==> src/rtl/embedded_io_pkg.sv <==
// Shared types and helpers for the embedded I/O controller.
package embedded_io_pkg;

    // Controller states; encodings are visible on the STATE output.
    typedef enum logic [1:0] {
        ISOL   = 2'd0,
        SETTLE = 2'd1,
        RUN    = 2'd2,
        DRAIN  = 2'd3
    } io_state_t;

    // Width of the shared settle/drain down-counter: enough to hold the
    // larger of the two delays minus one, never narrower than one bit.
    function automatic int cnt_width(input int releaseDly, input int drainDly);
        int maxDly;
        int w;
        maxDly = (releaseDly > drainDly) ? releaseDly : drainDly;
        w      = $clog2(maxDly);
        return (w < 1) ? 1 : w;
    endfunction

endpackage

==> src/rtl/embedded_io_ctrl_sync.sv <==
// One inbound I/O bit: multi-flop synchroniser plus rising-edge detect.
module io_sync_bit #(
    parameter int SYNC_STAGES = 2
) (
    input  logic clk_i,
    input  logic rst_i,
    input  logic en_i,
    input  logic raw_i,
    output logic sync_o,
    output logic rise_o
);

    logic [SYNC_STAGES-1:0] chain_q;
    logic                   prev_q;

    // Shift the asynchronous input through the chain and remember the last
    // stage's previous value so a 0->1 transition can be spotted.
    always_ff @(posedge clk_i) begin
        if (rst_i) begin
            chain_q <= '0;
            prev_q  <= 1'b0;
        end else begin
            chain_q <= {chain_q[SYNC_STAGES-2:0], raw_i};
            prev_q  <= chain_q[SYNC_STAGES-1];
        end
    end

    assign sync_o = chain_q[SYNC_STAGES-1];
    assign rise_o = en_i & sync_o & ~prev_q;

endmodule

==> src/rtl/embedded_io_ctrl.sv <==
// Core-side controller for the isolating embedded I/O cell: sequences
// isolation release/re-assertion and synchronises the inbound data.
module embedded_io_ctrl
    import embedded_io_pkg::*;
#(
    parameter int NUM_IO      = 8,
    parameter int SYNC_STAGES = 2,
    parameter int RELEASE_DLY = 16,
    parameter int DRAIN_DLY   = 2
) (
    input  logic              CK,
    input  logic              RST,
    input  logic              CONFIG_DONE,
    input  logic              ISOL_REQ,
    input  logic [NUM_IO-1:0] FPGA_OUT_CORE,
    input  logic [NUM_IO-1:0] FPGA_DIR_CORE,
    input  logic [NUM_IO-1:0] FPGA_IN_RAW,
    output logic              IO_ISOL_N,
    output logic [NUM_IO-1:0] FPGA_OUT,
    output logic [NUM_IO-1:0] FPGA_DIR,
    output logic [NUM_IO-1:0] FPGA_IN_SYNC,
    output logic [NUM_IO-1:0] FPGA_IN_RISE,
    output logic [1:0]        STATE
);

    localparam int               CNT_W       = cnt_width(RELEASE_DLY, DRAIN_DLY);
    localparam logic [CNT_W-1:0] SETTLE_LOAD = CNT_W'(RELEASE_DLY - 1);
    localparam logic [CNT_W-1:0] DRAIN_LOAD  = CNT_W'(DRAIN_DLY - 1);

    io_state_t         state_q, state_d;
    logic [CNT_W-1:0]  cnt_q, cnt_d;
    logic              isolN_q;
    logic [NUM_IO-1:0] out_q;
    logic [NUM_IO-1:0] dir_q;
    logic              riseEn_q;
    logic              leaveReq;

    assign leaveReq = !CONFIG_DONE || ISOL_REQ;

    // Next-state and counter decode; DRAIN deliberately ignores the inputs.
    always_comb begin
        state_d = state_q;
        cnt_d   = cnt_q;
        case (state_q)
            ISOL: begin
                if (CONFIG_DONE && !ISOL_REQ) begin
                    state_d = SETTLE;
                    cnt_d   = SETTLE_LOAD;
                end
            end
            SETTLE: begin
                if (leaveReq) begin
                    state_d = ISOL;
                    cnt_d   = '0;
                end else if (cnt_q == '0) begin
                    state_d = RUN;
                end else begin
                    cnt_d = cnt_q - CNT_W'(1);
                end
            end
            RUN: begin
                if (leaveReq) begin
                    state_d = DRAIN;
                    cnt_d   = DRAIN_LOAD;
                end
            end
            DRAIN: begin
                if (cnt_q == '0) begin
                    state_d = ISOL;
                end else begin
                    cnt_d = cnt_q - CNT_W'(1);
                end
            end
            default: begin
                state_d = ISOL;
                cnt_d   = '0;
            end
        endcase
    end

    // State, counter and every cell-facing output are registered from the
    // next state, so isolation and data change on the same edge as the FSM.
    always_ff @(posedge CK) begin
        if (RST) begin
            state_q  <= ISOL;
            cnt_q    <= '0;
            isolN_q  <= 1'b0;
            out_q    <= '0;
            dir_q    <= '0;
            riseEn_q <= 1'b0;
        end else begin
            state_q  <= state_d;
            cnt_q    <= cnt_d;
            isolN_q  <= (state_d == RUN) || (state_d == DRAIN);
            out_q    <= (state_d == RUN) ? FPGA_OUT_CORE : '0;
            dir_q    <= (state_d == RUN) ? FPGA_DIR_CORE : '0;
            riseEn_q <= (state_q == RUN) && (state_d == RUN);
        end
    end

    // Edge pulses are only allowed once RUN has been held for a full cycle,
    // so an edge landing on the RUN-entry edge is suppressed.
    for (genvar g = 0; g < NUM_IO; g++) begin : g_sync
        io_sync_bit #(
            .SYNC_STAGES(SYNC_STAGES)
        ) u_sync (
            .clk_i (CK),
            .rst_i (RST),
            .en_i  (riseEn_q),
            .raw_i (FPGA_IN_RAW[g]),
            .sync_o(FPGA_IN_SYNC[g]),
            .rise_o(FPGA_IN_RISE[g])
        );
    end

    assign IO_ISOL_N = isolN_q;
    assign FPGA_OUT  = out_q;
    assign FPGA_DIR  = dir_q;
    assign STATE     = state_q;

endmodule

==> config.mk <==
export PLATFORM = sky130hd
export DESIGN_NAME = embedded_io_ctrl
export DESIGN_NICKNAME = d
export VERILOG_FILES = /design/src/rtl/embedded_io_pkg.sv /design/src/rtl/embedded_io_ctrl_sync.sv /design/src/rtl/embedded_io_ctrl.sv
export SDC_FILE = /design/constraint.sdc
export NUM_CORES = 1
export LEC_CHECK = 0
export ABC_AREA = 1
export CORE_AREA = 2 2 73 75
export DETAILED_ROUTE_END_ITERATION = 16
export DIE_AREA = 0 0 75 77
export PLACE_DENSITY = 0.68
export SETUP_SLACK_MARGIN = 0.05
export SLEW_MARGIN = 10
export SYNTH_ARGS = -nofsm -noshare
export SYNTH_HDL_FRONTEND = slang
export SYNTH_HIERARCHICAL = 1
export SYNTH_SLANG_ARGS = --single-unit
==> constraint.sdc <==
create_clock -name CK -period 1.33 [get_ports CK]
set_input_delay 0.266 -clock CK [delete_from_list [all_inputs] [get_ports CK]]
set_output_delay 0.266 -clock CK [all_outputs]
set_load 0.005 [all_outputs]
Word-level counts from Yosys, hierarchy flattened --
Cells that the tools add are included. W data, S select, Z words.
Operators by class: eq/ne operators 7, magnitude comparators 0, multiply operators 0, div/mod/pow operators 0, muxes and demuxes 11, reduce and logical (&&, ||, !) cells 10, bitwise gates (word level) 25, $add $sub $neg 1, shift operators 0
Operators with widths (count):
- $and A1 B1 Y1 | 16
- $mux W4 | 4
- $pmux W4 S4 | 1
- $mux W2 | 5
- $not A1 Y1 | 9
- $eq A2 B2 Y1 const B | 4
- $pmux W2 S4 | 1
- $logic_not A4 Y1 | 1
- $ne A2 B2 Y1 const B | 2
- $sub A4 B1 Y4 const B | 1
- $eq A2 B1 Y1 const B | 1
- $logic_and A1 B1 Y1 | 2
- $logic_not A1 Y1 | 2
- $logic_not A2 Y1 | 1
- $logic_or A1 B1 Y1 | 2
- $reduce_and A2 Y1 | 1
- $reduce_or A2 Y1 | 1
Word-level totals: bits in writable memories 0, memory bits (read-only) 0, output and inout port bits 35, logic and storage cells 76, flip-flop bits (word level) 48, input bits 28, bits in latches 0, memories kept 0

Depth between registers and ports, before layout --
depth after elaboration 7, gate-level depth with buffers 8, depth with buffers taken out 8

Modules after synthesis --
Netlist, hierarchy kept.
Modules (own cells, without submodules):
- embedded_io_ctrl | cells an instance 114, seq. area each 460.4 µm², instances 1, area an instance 939.7 µm²
- io_sync_bit | cells an instance 11, seq. area each 60.1 µm², instances 8, area an instance 92.6 µm²

Worst setup path after synthesis --
No wires, ideal clock.
kind register -> register, start point reg cnt_q[0], end point reg dir_q[0] (netlist: FPGA_DIR[0]), cell stages (with the launch flop) 9, data arrival time 1.241 ns, path slack -0.023 ns, required time 1.218 ns, library setup time 0.112 ns, period minus slack after synthesis 1.353 ns, path buffers 1, path through dfxtp_1 > inv_1 > ha_1 > nand3_1 > inv_1 > o211ai_2 > nand3_4 > buf_6 > nor2_2
On the way: cells in the longest elaborated chain, start to end 7, elaborated cells between the ends (all ways) 8, classes of those cells eq/ne: 1; mux: 4; bitwise: 1; reduce/logical: 2
RTL lines:
- start: declaration | line embedded_io_ctrl.sv:31 | logic [CNT_W-1:0] cnt_q, cnt_d;
- start signal: assignment | line embedded_io_ctrl.sv:93 | cnt_q <= cnt_d;
- $logic_not A4 Y1 * | line embedded_io_ctrl.sv:55, embedded_io_ctrl.sv:68
- $mux W2 | line embedded_io_ctrl.sv:55 | end else if (cnt_q == '0) begin
- $mux W2 | line embedded_io_ctrl.sv:52 | if (leaveReq) begin
- $pmux W2 S4 * | line embedded_io_ctrl.sv:44 | case (state_q)
- $eq A2 B2 Y1 * | line embedded_io_ctrl.sv:96 | dir_q <= (state_d == RUN) ? FPGA_DIR_CORE : '0;
- $not A1 Y1 (no line) *
- $reduce_or A2 Y1 (no line) *
- end signal: assignment | line embedded_io_ctrl.sv:96
- end: declaration | line embedded_io_ctrl.sv:34 | logic [NUM_IO-1:0] dir_q;
Every way passes the cells marked *; elsewhere a longest branch is shown, timed or not. A chain may end at the register's enable or synchronous reset.

Worst setup path in the final report --
start point reg riseEn_q, end point out FPGA_IN_RISE[0]
On the way: cells in the longest elaborated chain, start to end 2
RTL lines:
- start: declaration | line embedded_io_ctrl.sv:35 | logic riseEn_q;
- start signal: assignment | line embedded_io_ctrl.sv:97 | riseEn_q <= (state_q == RUN) && (state_d == RUN);
- $and A1 B1 Y1 (2 in a row) | line embedded_io_ctrl_sync.sv:29 | assign rise_o = en_i & sync_o & ~prev_q;
- end: declaration | line embedded_io_ctrl.sv:22 | output logic [NUM_IO-1:0] FPGA_IN_RISE,
No other way between the ends.

==> reports/results.tsv <==
stage	metric	value	unit
sta	Period Utilization, post-route	99.6	%
sta	Setup-failing EPs final	0	
logic_synthesis	ys async rst share	0	%
die	Initial Util	33.8	%
global_routing	pin count of the biggest net entering global routing	23	
worst_hold_path	Hold Path Class	reg -> reg	
flow_run	max cap viols	0	
global_routing	gr usage total	12.9	%
power	Clk pwr share	28.8	%
clock_tree	root buf cell	clkbuf_8	
die	IO Count	63	
worst_setup_path	worst path required time	1060	ps
sta	slew at the pin with the worst max-slew slack	251	ps
logic_synthesis	post-synthesis cell type count	20	
sta	Fin. Hold Viols	0	
sta	max-slew violation count	0	
sta	Tmin final	1320	ps
route	first drt pass iteration count	4	
logic_synthesis	leading area contributor after synthesis	dfxtp_1	
logic_synthesis	cell with the most instances after synthesis	inv_1	
layout	final core occ	52.2	%
die	Die Span Y	77	µm
logic_synthesis	commonest cells in the netlist	51 x inv_1, 47 x dfxtp_1, 35 x nor2_1	
placed_design	DP Wirelength	2380	µm
outcome	status	finished, final reports clean	
layout	layout cells sized above 1	28.0	%
logic_synthesis	Yosys warning total	6	
logic_synthesis	Syn Inst Count	202	
sta	Fmax	755	MHz
power	Psw	672	µW
layout	fin area	2600	µm²
global_routing	vias in the first global route	1406	
placed_design	placed cell area	2460	µm²
worst_setup_path	Startpoint Class	register	
clock_tree	CTS Buf Count	5	
power	sw frac	24.4	%
power	Internal	2080	µW
logic_synthesis	top cell type's share of synthesized area	56.0	%
global_routing	first-pass GRT wire length	5810	µm
power	Peak supply drop	0.000694	V
clock_tree	H-tree depth	2	
placed_design	Setup WS pre-CTS	-313	ps
die	die area	5780	µm²
logic_synthesis	Seq/Total Area, Yosys	56.0	%
layout	Post-layout nets	317	
power	pwr/cell area	1060	nW/µm²
layout	area delta synth->final	54.7	%
logic_synthesis	largest cells by area after synthesis	dfxtp_1 56%, inv_1 11%, nor2_1 7.8%	
power	leakage power total	0.00132	µW
global_routing	Overflow after GRT	0	
route	DRT antenna net count	0	
sta	Setup WS post-layout	5.82	ps
route	DR iter-0 viols	28	
global_routing	initial antenna violation count	0	
sta	worst relative slew slack	83.2	%
power	Seq pwr share	54.6	%
sta	Max Clock Skew	1.72	ps
logic_synthesis	mapped cell area	1680	µm²
die	core box area	4980	µm²
route	DR vias/cell	3.91	
worst_setup_path	crit path DAT	1060	ps
layout	Antenna diodes	0	
worst_setup_path	CP Capture Type	output pin	
clock_tree	Skew-Pair Late Insertion Delay	280	ps
clock_tree	hold_buf cts	0	
route	drt wl/cell	9.42	µm
logic_synthesis	Yosys reg bits	47	
sta	RSZ-0062 raised after global routing	true	
die	FP Rows	26	
power	Comb power frac	16.6	%
clock_tree	Clock Pin Slew Worst Setup and Hold Paths	80	ps
worst_setup_path	worst-path fanout max	5	
placed_design	GP Congestion	0.808	
route	Post-route DRC	0	
clock_tree	Sink Count	47	
logic_synthesis	Mean Syn Cell Area	8.32	µm²
logic_synthesis	synthesized net count	231	
worst_setup_path	WS Path Type	reg -> out	
placed_design	I/O Buffers	62	
route	via count	1405	
route	Total Wirelength	3380	µm
clock_tree	worst-case clock buffer depth	2	
clock_tree	TritonCTS clock tree	built	
die	die extent in x	75	µm
logic_synthesis	number of enable flip-flop cells after synthesis	0	
logic_synthesis	Primary FF master, synth	dfxtp_1	
==> final cells by class <==
class                           count  area, µm²
Clock buffer                        7       76.3
Sequential cell                    47        955
Tap cell                           70       87.6
Multi-Input combinational cell    100        574
Timing Repair Buffer               81        703
Inverter                           53        199
Clock inverter                      1       5.00
Fill cell                         507       2380
==> sequential cells by signal, summed over array words and instances (netlist names) <==
register               flops
riseEn_q                   1
FPGA_OUT                   8
IO_ISOL_N                  1
g_sync.u_sync/chain_q     16
STATE                      1
g_sync.u_sync/prev_q       8
FPGA_DIR                   8
cnt_q                      4
==> power groups by stage <==
stage	registers [µW]	logic [µW]	clock network, µW
global route	1510	516	889
detailed placement	1530	440	0
global placement	1530	429	0
finish	1500	458	792
CTS	1500	457	828
floorplan	1540	211	0
==> worst max-delay path, stage by stage (launching register included) <==
cell and delay, ps:
dfxtp_2 340, buf_6 110, buf_6 100, nand2_4 40, nor2_2 70, buf_2 110
==> cell families (layout without fill, tap and decap cells) <==
| logic type | count (synthesis) | in the layout | share of synthesized area [%] |
|---|---|---|---|
| buffers and inverters | 56 | 142 | 13.4 |
| flip-flops | 47 | 47 | 56.0 |
| AO/OA/AOI/OAI | 10 | 10 | 4.09 |
| AND/OR/NAND/NOR | 88 | 89 | 25.8 |
| adder cells (fa/ha/maj) | 1 | 1 | 0.744 |
==> cells in the final DEF, fill, tap and decap left out <==
cell and n:
a21oi_1 4, a21oi_2 1, a21oi_4 1, and2_1 1
buf_2 8, buf_4 16, buf_6 3, clkbuf_1 2
clkbuf_8 5, clkdlybuf4s15_1 2, clkdlybuf4s50_1 27, clkinv_2 1
dfxtp_1 36, dfxtp_2 11, dlygate4sd2_1 25, ha_4 1
inv_1 48, inv_2 5, nand2_1 22, nand2_2 1
nand2_4 1, nand3_1 4, nand3_2 1, nand3_4 2
nand4_1 2, nand4_4 1, nor2_1 32, nor2_2 21
nor2_4 1, o211ai_4 1, o21ai_0 3
==> metrics by stage <==
stage | hold slack (ps) | cells | setup TNS (ps) | total power [µW]
global placement | 390 | 343 | -5420 | 1960
detailed placement | 396 | 343 | -5560 | 1970
finish | 397 | 359 | 0 | 2750
CTS | 397 | 358 | -280 | 2790
floorplan | 335 | 202 | 0 | 1750
global route | 404 | 359 | -441 | 2920
==> what timing repair did <==
item                       4_1_cts  5_1_grt
pin swaps                        8        3
setup endpoints to repair       51       27
setup buffers                    6        1
resized for setup               76       11
gates cloned                     1        0
==> layer usage <==
layer | share of wire, % | wire (µm) | GRT usage [%] | up-vias
li1 | - | - | - | 752
met1 | 39 | 1310 | 13.6 | 602
met2 | 49 | 1670 | 21.8 | 47
met3 | 12 | 390 | 6.96 | 4
met4 | 0.53 | 18 | 3.57 | 0
met5 | 0 | 0 | 0 | -
==> final timing paths <==
check	from	endpoint	slack (ps)	cells past startpoint
setup reg to reg	cnt_q[0]$_SDFFE_PP0P_	FPGA_OUT[5]$_SDFF_PP0_	30	7
hold / removal	g_sync[2].u_sync/chain_q[0]$_SDFF_PP0_	g_sync[2].u_sync/chain_q[1]$_SDFF_PP0_	400	2
setup / recovery	riseEn_q$_SDFF_PP0_	FPGA_IN_RISE[0]	6	5
hold reg to reg	g_sync[2].u_sync/chain_q[0]$_SDFF_PP0_	g_sync[2].u_sync/chain_q[1]$_SDFF_PP0_	400	2
No activity file was read; power rests on OpenSTA's default activity.
